==> src/rtl/alu_cmd_sequencer_if.sv <==
// ----------------------------------------------------------------------------
// alu_cmd_sequencer_if
//   Command / response channel bundle between a host command source and the
//   ALU command sequencer.
//
//   Command channel (valid/ready): cmd_valid, cmd_ready, cmd_op, cmd_rd,
//                                  cmd_rs1, cmd_rs2, cmd_imm
//   Response channel (valid/ready): rsp_valid, rsp_ready, rsp_data,
//                                   rsp_flags {Z,C,V,SLT}, rsp_err
//
//   master : host side (issues commands, consumes responses)
//   slave  : sequencer side (accepts commands, produces responses)
// ----------------------------------------------------------------------------
interface alu_cmd_sequencer_if #(
    parameter int unsigned DW = 4,
    parameter int unsigned AW = 2
);
    logic          cmd_valid;
    logic          cmd_ready;
    logic [2:0]    cmd_op;
    logic [AW-1:0] cmd_rd;
    logic [AW-1:0] cmd_rs1;
    logic [AW-1:0] cmd_rs2;
    logic [DW-1:0] cmd_imm;

    logic          rsp_valid;
    logic          rsp_ready;
    logic [DW-1:0] rsp_data;
    logic [3:0]    rsp_flags;
    logic          rsp_err;

    modport master (
        output cmd_valid, cmd_op, cmd_rd, cmd_rs1, cmd_rs2, cmd_imm,
        input  cmd_ready,
        input  rsp_valid, rsp_data, rsp_flags, rsp_err,
        output rsp_ready
    );

    modport slave (
        input  cmd_valid, cmd_op, cmd_rd, cmd_rs1, cmd_rs2, cmd_imm,
        output cmd_ready,
        output rsp_valid, rsp_data, rsp_flags, rsp_err,
        input  rsp_ready
    );
endinterface

==> src/rtl/alu_cmd_sequencer.sv <==
// ----------------------------------------------------------------------------
// alu_cmd_sequencer
//   Initiator side of a DW-bit combinational ALU. Accepts one command per
//   handshake, reads operands from a small register file, drives the ALU
//   with registered A/B/OpCode, captures Result and flags, writes the result
//   back and returns a response.
//
// Ports
//   clk, rst_n      clock (rising edge), asynchronous active-low reset
//   bus             command/response channels (slave modport)
//   alu_a, alu_b    registered ALU operands
//   alu_opcode      registered ALU opcode
//   alu_result      ALU result
//   alu_slt/zero/carry/ovf  ALU flags
//   flags_q         sticky last-good {Z,C,V,SLT}
//
// Opcodes: 000 ADD, 001 SUB, 010 AND, 011 OR, 100 XOR, 101 SLT,
//          110 LOADI (rd <= imm), 111 reserved (error response)
// Throughput: one command per three cycles (IDLE -> EXEC -> RESP).
// ----------------------------------------------------------------------------
module alu_cmd_sequencer #(
    parameter int unsigned DW    = 4,
    parameter int unsigned NREGS = 4,
    parameter int unsigned AW    = 2
) (
    input  logic                 clk,
    input  logic                 rst_n,
    alu_cmd_sequencer_if.slave   bus,
    output logic [DW-1:0]        alu_a,
    output logic [DW-1:0]        alu_b,
    output logic [2:0]           alu_opcode,
    input  logic [DW-1:0]        alu_result,
    input  logic                 alu_slt,
    input  logic                 alu_zero,
    input  logic                 alu_carry,
    input  logic                 alu_ovf,
    output logic [3:0]           flags_q
);

    typedef enum logic [1:0] {
        ST_IDLE = 2'b00,
        ST_EXEC = 2'b01,
        ST_RESP = 2'b10
    } state_e;

    typedef enum logic [2:0] {
        OP_ADD   = 3'b000,
        OP_SUB   = 3'b001,
        OP_AND   = 3'b010,
        OP_OR    = 3'b011,
        OP_XOR   = 3'b100,
        OP_SLT   = 3'b101,
        OP_LOADI = 3'b110,
        OP_RSVD  = 3'b111
    } op_e;

    state_e        state;
    op_e           op_q;
    logic [AW-1:0] rd_q;
    logic [DW-1:0] imm_q;
    logic [DW-1:0] rf [NREGS];

    logic [3:0]    alu_flags;

    assign alu_flags = {alu_zero, alu_carry, alu_ovf, alu_slt};

    always_ff @(posedge clk or negedge rst_n) begin
        if (!rst_n) begin
            state         <= ST_IDLE;
            op_q          <= OP_ADD;
            rd_q          <= '0;
            imm_q         <= '0;
            for (int unsigned i = 0; i < NREGS; i++) begin
                rf[i] <= '0;
            end
            alu_a         <= '0;
            alu_b         <= '0;
            alu_opcode    <= '0;
            flags_q       <= '0;
            bus.cmd_ready <= 1'b1;
            bus.rsp_valid <= 1'b0;
            bus.rsp_data  <= '0;
            bus.rsp_flags <= '0;
            bus.rsp_err   <= 1'b0;
        end else begin
            case (state)
                ST_IDLE: begin
                    if (bus.cmd_valid && bus.cmd_ready) begin
                        op_q          <= op_e'(bus.cmd_op);
                        rd_q          <= bus.cmd_rd;
                        imm_q         <= bus.cmd_imm;
                        bus.cmd_ready <= 1'b0;
                        state         <= ST_EXEC;
                        // Operands are snapshotted here, so rd == rs1/rs2
                        // reads the old value. LOADI/reserved leave the
                        // ALU inputs untouched.
                        if (bus.cmd_op <= OP_SLT) begin
                            alu_a      <= rf[bus.cmd_rs1];
                            alu_b      <= rf[bus.cmd_rs2];
                            alu_opcode <= bus.cmd_op;
                        end
                    end
                end

                ST_EXEC: begin
                    bus.rsp_valid <= 1'b1;
                    state         <= ST_RESP;
                    case (op_q)
                        OP_ADD, OP_SUB, OP_AND, OP_OR, OP_XOR, OP_SLT: begin
                            rf[rd_q]      <= alu_result;
                            bus.rsp_data  <= alu_result;
                            bus.rsp_flags <= alu_flags;
                            bus.rsp_err   <= 1'b0;
                            flags_q       <= alu_flags;
                        end
                        OP_LOADI: begin
                            rf[rd_q]      <= imm_q;
                            bus.rsp_data  <= imm_q;
                            bus.rsp_flags <= {(imm_q == '0), 3'b000};
                            bus.rsp_err   <= 1'b0;
                            flags_q       <= {(imm_q == '0), 3'b000};
                        end
                        default: begin
                            // Reserved opcode: error response only, no
                            // register or sticky-flag side effects.
                            bus.rsp_data  <= '0;
                            bus.rsp_flags <= '0;
                            bus.rsp_err   <= 1'b1;
                        end
                    endcase
                end

                ST_RESP: begin
                    if (bus.rsp_ready) begin
                        bus.rsp_valid <= 1'b0;
                        bus.cmd_ready <= 1'b1;
                        state         <= ST_IDLE;
                    end
                end

                default: begin
                    bus.rsp_valid <= 1'b0;
                    bus.cmd_ready <= 1'b1;
                    state         <= ST_IDLE;
                end
            endcase
        end
    end

endmodule
==> src/flat_wrapper.sv <==
// flat-port wrapper written by rule: the top's interface ports become plain ports
module alu_cmd_sequencer_flat 
#(
    parameter int unsigned DW    = 4,
    parameter int unsigned NREGS = 4,
    parameter int unsigned AW    = 2
)
  (clk, rst_n, alu_a, alu_b, alu_opcode, alu_result, alu_slt, alu_zero, alu_carry, alu_ovf, flags_q, bus_cmd_valid, bus_cmd_op, bus_cmd_rd, bus_cmd_rs1, bus_cmd_rs2, bus_cmd_imm, bus_cmd_ready, bus_rsp_valid, bus_rsp_data, bus_rsp_flags, bus_rsp_err, bus_rsp_ready);
  alu_cmd_sequencer_if #(.DW(DW), .AW(AW)) bus_i ();
  input  logic clk;
  input  logic rst_n;
  output logic [DW-1:0] alu_a;
  output logic [DW-1:0] alu_b;
  output logic [2:0] alu_opcode;
  input  logic [DW-1:0] alu_result;
  input  logic alu_slt;
  input  logic alu_zero;
  input  logic alu_carry;
  input  logic alu_ovf;
  output logic [3:0] flags_q;
  input wire logic [$bits(bus_i.cmd_valid)-1:0] bus_cmd_valid;
  input wire logic [$bits(bus_i.cmd_op)-1:0] bus_cmd_op;
  input wire logic [$bits(bus_i.cmd_rd)-1:0] bus_cmd_rd;
  input wire logic [$bits(bus_i.cmd_rs1)-1:0] bus_cmd_rs1;
  input wire logic [$bits(bus_i.cmd_rs2)-1:0] bus_cmd_rs2;
  input wire logic [$bits(bus_i.cmd_imm)-1:0] bus_cmd_imm;
  output wire logic [$bits(bus_i.cmd_ready)-1:0] bus_cmd_ready;
  output wire logic [$bits(bus_i.rsp_valid)-1:0] bus_rsp_valid;
  output wire logic [$bits(bus_i.rsp_data)-1:0] bus_rsp_data;
  output wire logic [$bits(bus_i.rsp_flags)-1:0] bus_rsp_flags;
  output wire logic [$bits(bus_i.rsp_err)-1:0] bus_rsp_err;
  input wire logic [$bits(bus_i.rsp_ready)-1:0] bus_rsp_ready;
  assign bus_i.cmd_valid = bus_cmd_valid;
  assign bus_i.cmd_op = bus_cmd_op;
  assign bus_i.cmd_rd = bus_cmd_rd;
  assign bus_i.cmd_rs1 = bus_cmd_rs1;
  assign bus_i.cmd_rs2 = bus_cmd_rs2;
  assign bus_i.cmd_imm = bus_cmd_imm;
  assign bus_cmd_ready = bus_i.cmd_ready;
  assign bus_rsp_valid = bus_i.rsp_valid;
  assign bus_rsp_data = bus_i.rsp_data;
  assign bus_rsp_flags = bus_i.rsp_flags;
  assign bus_rsp_err = bus_i.rsp_err;
  assign bus_i.rsp_ready = bus_rsp_ready;
  alu_cmd_sequencer #(.DW(DW), .NREGS(NREGS), .AW(AW)) u_core (.clk(clk), .rst_n(rst_n), .bus(bus_i), .alu_a(alu_a), .alu_b(alu_b), .alu_opcode(alu_opcode), .alu_result(alu_result), .alu_slt(alu_slt), .alu_zero(alu_zero), .alu_carry(alu_carry), .alu_ovf(alu_ovf), .flags_q(flags_q));
endmodule
==> config.mk <==
export PLATFORM = sky130hd
export DESIGN_NAME = alu_cmd_sequencer_flat
export DESIGN_NICKNAME = d
export VERILOG_FILES = /design/src/rtl/alu_cmd_sequencer_if.sv /design/src/rtl/alu_cmd_sequencer.sv /design/src/flat_wrapper.sv
export SDC_FILE = /design/constraint.sdc
export NUM_CORES = 1
export LEC_CHECK = 0
export ABC_AREA = 0
export CAP_MARGIN = 20
export CORE_MARGIN = 2
export CORE_UTILIZATION = 25
export CTS_BUF_LIST = sky130_fd_sc_hd__clkbuf_8
export CTS_CLUSTER_DIAMETER = 40
export DETAILED_ROUTE_END_ITERATION = 8
export HOLD_SLACK_MARGIN = 0.12
export SYNTH_ARGS = -nofsm -noshare
export SYNTH_HDL_FRONTEND = slang
export SYNTH_SLANG_ARGS = --single-unit
==> constraint.sdc <==
create_clock -name clk -period 2.9 [get_ports clk]
set_clock_uncertainty 0.15 [all_clocks]
set_input_delay 0.29 -clock clk [delete_from_list [all_inputs] [get_ports clk]]
set_output_delay 0.29 -clock clk [all_outputs]
set_load 0.005 [all_outputs]
---- Word-level counts from Yosys, hierarchy flattened ----
Index checks and enable logic that the tools add are counted.
word-level totals
  word-level logic and storage cells ...... 74
  flip-flop bits (word level) ............. 53
operators by class
  bitwise gates (word level) .............. 5
  reductions and logical operators ........ 14
  equal/unequal tests ..................... 10
  order comparisons ....................... 5
  mux-type cells .......................... 23
operators with widths
  operator                                                                      count
  16-bit bitwise mux                                                            2
  16-bit one-hot mux with 2 select lines                                        1
  4-bit one-hot mux with 2 select lines                                         3
  4-bit two-way mux                                                             5
  4-bit binary-select mux with 2-bit select                                     2
  3-bit equality test, second input constant                                    3
  3-bit >= comparator, second input constant                                    3
  2-bit NOT with 3-bit output                                                   3
  4-bit demux with 2-bit select                                                 1
  2-bit AND reduction                                                           4
  7-bit OR reduction                                                            1
  3-bit by 2-bit equality test with 1-bit output, second input constant         2
  1-bit one-hot mux with 3 select lines                                         2
  2-bit one-hot mux with 3 select lines                                         1
  3-bit AND reduction                                                           2
  6-bit OR reduction                                                            1
  4-bit logical NOT                                                             1
  1-bit two-way mux                                                             4
  2-bit two-way mux                                                             2
  3-bit by 1-bit equality test with 1-bit output, second input constant         1
  3-bit <= comparator, second input constant                                    1
  3-bit logical NOT                                                             1
  3-bit by 1-bit less-than comparator with 1-bit output, second input constant  1
  2-bit by 1-bit equality test with 1-bit output, second input constant         1
  7 further kinds                                                               9

---- Depth between registers and ports, before layout ----
  word-level depth ........................ 7
  depth in mapped cells ................... 5
  depth with buffers taken out ............ 4

---- Worst setup path before layout ----
No wires, ideal clock.
  path kind ............................... register -> register
  from .................................... register u_core.op_q[0]
  to ...................................... register u_core.rf[12] (netlist name)
  library setup time ...................... 0.125 ns
  required time ........................... 2.625 ns
  slack ................................... 1.356 ns
  arrival ................................. 1.269 ns
  period minus slack after synthesis ...... 1.544 ns
  cell stages (with the launch flop) ...... 5
  buffers on the path ..................... 1
  cells stage by stage .................... dfrtp_1 > and3b_1 > buf_6 > mux2_4 > mux2_2
between the ends
  cells in the longest elaborated chain, start to end .. 4
ends and longest elaborated chain
  item                                                                    line                      source
  from (decl)                                                             alu_cmd_sequencer.sv:58   op_e op_q;
  from (signal assigned)                                                  alu_cmd_sequencer.sv:89   op_q <= op_e'(bus.cmd_op);
  3-bit by 1-bit equality test with 1-bit output (tied with other cells)  alu_cmd_sequencer.sv:108  case (op_q)
  6-bit OR reduction                                                      alu_cmd_sequencer.sv:108
  2-bit nonzero test (no source line)                                     -
  2-bit AND reduction (no source line)                                    -
  to (signal, indexed assignment)                                         alu_cmd_sequencer.sv:110  rf[rd_q] <= alu_result;
  to (signal, indexed assignment)                                         alu_cmd_sequencer.sv:117  rf[rd_q] <= imm_q;
  to (decl)                                                               alu_cmd_sequencer.sv:61   logic [DW-1:0] rf [NREGS];
Several ways; a longest one is shown, not always the timed one.
A chain may end at the register's enable or synchronous reset.

---- Worst setup path in the final report ----
  from .................................... register u_core.bus.cmd_ready
  to ...................................... register u_core.alu_b[3]
between the ends
  cells in the longest elaborated chain, start to end .. 2
ends and longest elaborated chain
  item                                  line                        source
  from (decl)                           alu_cmd_sequencer_if.sv:41  output cmd_ready,
  from (signal assigned)                alu_cmd_sequencer.sv:80     bus.cmd_ready <= 1'b1;
  from (signal assigned)                alu_cmd_sequencer.sv:92     bus.cmd_ready <= 1'b0;
  from (signal assigned)                alu_cmd_sequencer.sv:136    bus.cmd_ready <= 1'b1;
  1-bit logical AND                     alu_cmd_sequencer.sv:88     if (bus.cmd_valid && bus.cmd_ready) begin
  3-bit AND reduction (no source line)  -
  to (signal assigned)                  alu_cmd_sequencer.sv:99     alu_b <= rf[bus.cmd_rs2];
  to (decl)                             alu_cmd_sequencer.sv:30     output logic [DW-1:0] alu_b,
Every way passes these cells.

==> insert_results.sql <==
INSERT INTO impl_metrics (metric_group, metric, value, unit) VALUES
('clocking', 'cts.htree.levels', '2', ''),
('logic_synthesis', 'yosys_most_used_dff', 'sky130_fd_sc_hd__dfrtp_1', ''),
('logic_synthesis', 'post_synth_instance_area', '0.002332', 'mm^2'),
('worst_hold_path', 'classification_of_the_worst_slack_hold_path', 'input pin to flop', ''),
('critical_path', 'worst-endpoint-arrival', '2.03', 'ns'),
('outcome', 'outcome', 'finished, final reports clean', ''),
('placement', 'port_buffers', '50', ''),
('clocking', 'tritoncts', 'built', ''),
('clocking', 'cts.repair_timing.setup_buffer_count', '0', ''),
('logic_synthesis', 'synth.ff_latch_count', '53', ''),
('die', 'placeableCoreArea', '0.009153', 'mm^2'),
('worst_hold_path', 'whs_path_depth', '3', ''),
('critical_path', 'critical_path_launch_point_type', 'flop', ''),
('critical_path', 'worst_path_class_setup', 'flop to flop', ''),
('grt', 'grt_start_max_net_pins', '33', ''),
('clocking', 'insertion_delay', '0.31', 'ns'),
('power_and_ir_drop', 'ir_worst_vdd', '308.7', 'uV'),
('final_layout', 'antenna_cells_inserted', '0', ''),
('worst_hold_path', 'holdCritStartpoint', 'bus_cmd_imm[2]', ''),
('critical_path', 'r2r.worst_path.cells', '5', ''),
('sta', 'unrepaired_setup_endpoints_after_global_routing', 'no', ''),
('clocking', 'cts_inserted_buffers', '5', ''),
('logic_synthesis', 'seq_area_frac_synth', '0.5692', ''),
('sta', 'whs', '0.3550', 'ns'),
('logic_synthesis', 'synthesis.nets', '200', ''),
('die', 'floorplan.die.width', '100.6', 'um'),
('grt', 'globalRouteTotalUtil', '0.1052', ''),
('flow_run', 'cap_violations', '0', ''),
('final_layout', 'design_area', '0.003070', 'mm^2'),
('routing', 'first_pass_iters', '4', ''),
('clocking', 'cts.root.buffer_cell', 'sky130_fd_sc_hd__clkbuf_8', ''),
('logic_synthesis', 'share_of_flip_flops_with_an_asynchronous_set_or_reset', '1.000', ''),
('clocking', 'clock_sink_count', '53', ''),
('sta', 'setup_tns', '0', 'ns'),
('final_layout', 'post_route_cells_drive_above_1_share', '0.2361', ''),
('routing', 'dr.first_iter.drc_count', '46', ''),
('clocking', 'clkTransAtPathRegs', '0.11', 'ns'),
('grt', 'first_global_vias', '1705', ''),
('sta', 'timing.slew.headroom', '0.5143', ''),
('power_and_ir_drop', 'power_density', '665.0', 'mW/mm^2'),
('grt', 'global_route_wire_length_before_repair', '8.369', 'mm'),
('sta', 'final_max_slew_viol_count', '0', ''),
('routing', 'final_antenna_net_count', '0', ''),
('sta', 'final-setup-viol-count', '0', ''),
('grt', 'global_route.overflow_total', '0', ''),
('critical_path', 'path_max_fanout', '12', ''),
('critical_path', 'worst_setup_path_end_kind', 'flop', ''),
('logic_synthesis', 'synth_cell_types', '30', ''),
('routing', 'vias_post_dr', '1557', ''),
('sta', 'max_freq', '503.1', 'MHz'),
('worst_hold_path', 'timing.hold.worst_endpoint', 'u_core.imm_q[2]$_DFFE_PN0P_', ''),
('clocking', 'holdBufCountCts', '1', ''),
('die', 'fp.dieH', '100.6', 'um'),
('final_layout', 'syn2layout_area_growth', '31.65', '%'),
('logic_synthesis', 'number_of_enable_flip_flop_cells_after_synthesis', '0', ''),
('die', 'floorplan.die_area', '0.01012', 'mm^2'),
('routing', 'vias_per_cell', '4.526', ''),
('routing', 'detail_route.wirelength', '5.000', 'mm'),
('die', 'ioPinCount', '51', ''),
('placement', 'place_hpwl', '3.835', 'mm'),
('power_and_ir_drop', 'leakagePower', '1.346', 'nW'),
('placement', 'globalplace.congestion', '0.7285', ''),
('logic_synthesis', 'ys.warnings.count', '0', ''),
('sta', 'hold_viol_final', '0', ''),
('critical_path', 'timing.rr.start', 'u_core.bus.cmd_ready$_DFFE_PN1P_', ''),
('logic_synthesis', 'post_synth_inst_count', '175', ''),
('clocking', 'post_cts_resize_count', '0', ''),
('critical_path', 'reg2reg_setup_slack', '0.91', 'ns'),
('die', 'std_cell_rows', '35', ''),
('critical_path', 'crit_required', '2.94', 'ns'),
('sta', 'timing.final.crit_period', '1.988', 'ns'),
('placement', 'placed_area', '0.002965', 'mm^2'),
('sta', 'tightest_slew', '0.7285', 'ns'),
('sta', 'period_utilization_post_route', '0.6854', ''),
('routing', 'drc_errors', '0', ''),
('routing', 'post_drt_wl_per_cell', '14.53', 'um'),
('die', 'start_util', '0.2548', ''),
('critical_path', 'worst_r2r_endpoint', 'u_core.alu_b[3]$_DFFE_PN0P_', ''),
('final_layout', 'layout.nets', '257', ''),
('clocking', 'clock_path_buffers', '2', ''),
('grt', 'antenna_found_initial', '0', ''),
('logic_synthesis', 'synth.avg_cell_area', '13.33', 'um^2');
cell families after synthesis:
logic type,share of synthesized area
DFF,0.5692
buffers and inverters,0.01824
and+or+nand+nor,0.1137
muxes,0.2302
AOI/OAI and AO/OA,0.06867
per-stage QoR:
stage / setup slack [ns] / utilization / total power, mW / cells
after floorplan: 1.356 / - / 1.289 / 175
after global placement: 0.7398 / 0.3240 / 1.619 / 335
after detailed placement: 0.7170 / 0.3240 / 1.631 / 335
after CTS: 0.9235 / 0.3355 / 2.071 / 344
after global routing: 0.7516 / 0.3355 / 2.176 / 344
final: 0.9124 / 0.3355 / 2.042 / 344
layout make-up:
type / count / area (um^2)
multi-input combinational: 114 / 962.2
tap: 111 / 138.9
clock inverter: 3 / 26.28
clock buffer: 5 / 68.82
sequential: 53 / 1328
inverter: 3 / 11.26
timing repair buffer: 55 / 535.5
fill: 903 / 6082
metal layers:
metal / global-route usage / routed length (um)
met5: 0 / 0
met4: 0.01581 / 21
met3: 0.02982 / 287
met2: 0.1733 / 2313
met1: 0.1410 / 2378
layout by cell type, fill, tap and decap left out, drive strengths merged, types with 4 or more instances in the layout:
master          n
a22o            6
clkbuf          5
a221oi          4
mux4            8
inv             4
clkdlybuf4s50  49
nand2          33
nor2           13
mux2           29
buf             5
dfrtp          52
critical path, stage by stage (launching register included):
cell                        delay [ns]
sky130_fd_sc_hd__dfstp_2          0.57
sky130_fd_sc_hd__nand4bb_1        0.10
sky130_fd_sc_hd__buf_4            0.18
sky130_fd_sc_hd__inv_1            0.28
sky130_fd_sc_hd__nand2_2          0.25
sky130_fd_sc_hd__mux2_2           0.33
synthesized netlist by cell type (2+ instances only):
cell                        n  area [um^2]
sky130_fd_sc_hd__dfrtp_1   52         1301
sky130_fd_sc_hd__nand2_1   32        120.1
sky130_fd_sc_hd__mux2_2    21        236.5
sky130_fd_sc_hd__nor2_1    13        48.80
sky130_fd_sc_hd__mux2_4     8        120.1
sky130_fd_sc_hd__mux4_2     8        180.2
sky130_fd_sc_hd__a22o_1     6        52.55
sky130_fd_sc_hd__a221oi_1   4        35.03
sky130_fd_sc_hd__a21oi_1    3        15.01
sky130_fd_sc_hd__inv_1      3        11.26
sky130_fd_sc_hd__o21ai_0    3        15.01
sky130_fd_sc_hd__nand3_1    2        10.01
sky130_fd_sc_hd__nand4b_2   2        30.03
sky130_fd_sc_hd__o22a_1     2        17.52
power breakdown:
group / internal, mW / total [mW] / switching, mW
Clock: 0.176 / 0.435 / 0.259
Combinational: 0.379 / 0.548 / 0.169
Sequential: 0.922 / 1.06 / 0.137
flip-flops by register name, summed over array words and instances, names as in the netlist:
register and cells:
u_core.bus.cmd_ready 1, u_core.alu_b 4, u_core.rf 16, u_core.alu_a 4, u_core.bus.rsp_data 4, u_core.bus.rsp_flags 4
u_core.flags_q 4, u_core.bus.rsp_err 1, u_core.op_q 3, u_core.imm_q 4, u_core.rd_q 2, u_core.alu_opcode 3
u_core.state 2, u_core.bus.rsp_valid 1
worst max path at each step:
| stage | startpoint | endpoint | slack [ns] |
|---|---|---|---|
| floorplan | u_core.op_q[0]$_DFFE_PN0P_ | u_core.rf[12]$_DFFE_PN0P_ | 1.36 |
| global route | u_core.bus.cmd_ready$_DFFE_PN1P_ | u_core.alu_b[1]$_DFFE_PN0P_ | 0.75 |
| global placement | bus_cmd_valid | u_core.alu_a[2]$_DFFE_PN0P_ | 0.74 |
| CTS | u_core.bus.cmd_ready$_DFFE_PN1P_ | u_core.alu_b[3]$_DFFE_PN0P_ | 0.92 |
| finish | u_core.bus.cmd_ready$_DFFE_PN1P_ | u_core.alu_b[3]$_DFFE_PN0P_ | 0.91 |
| detailed placement | bus_cmd_valid | u_core.alu_b[3]$_DFFE_PN0P_ | 0.72 |
Note: power is estimated with default switching activity, not from simulation.
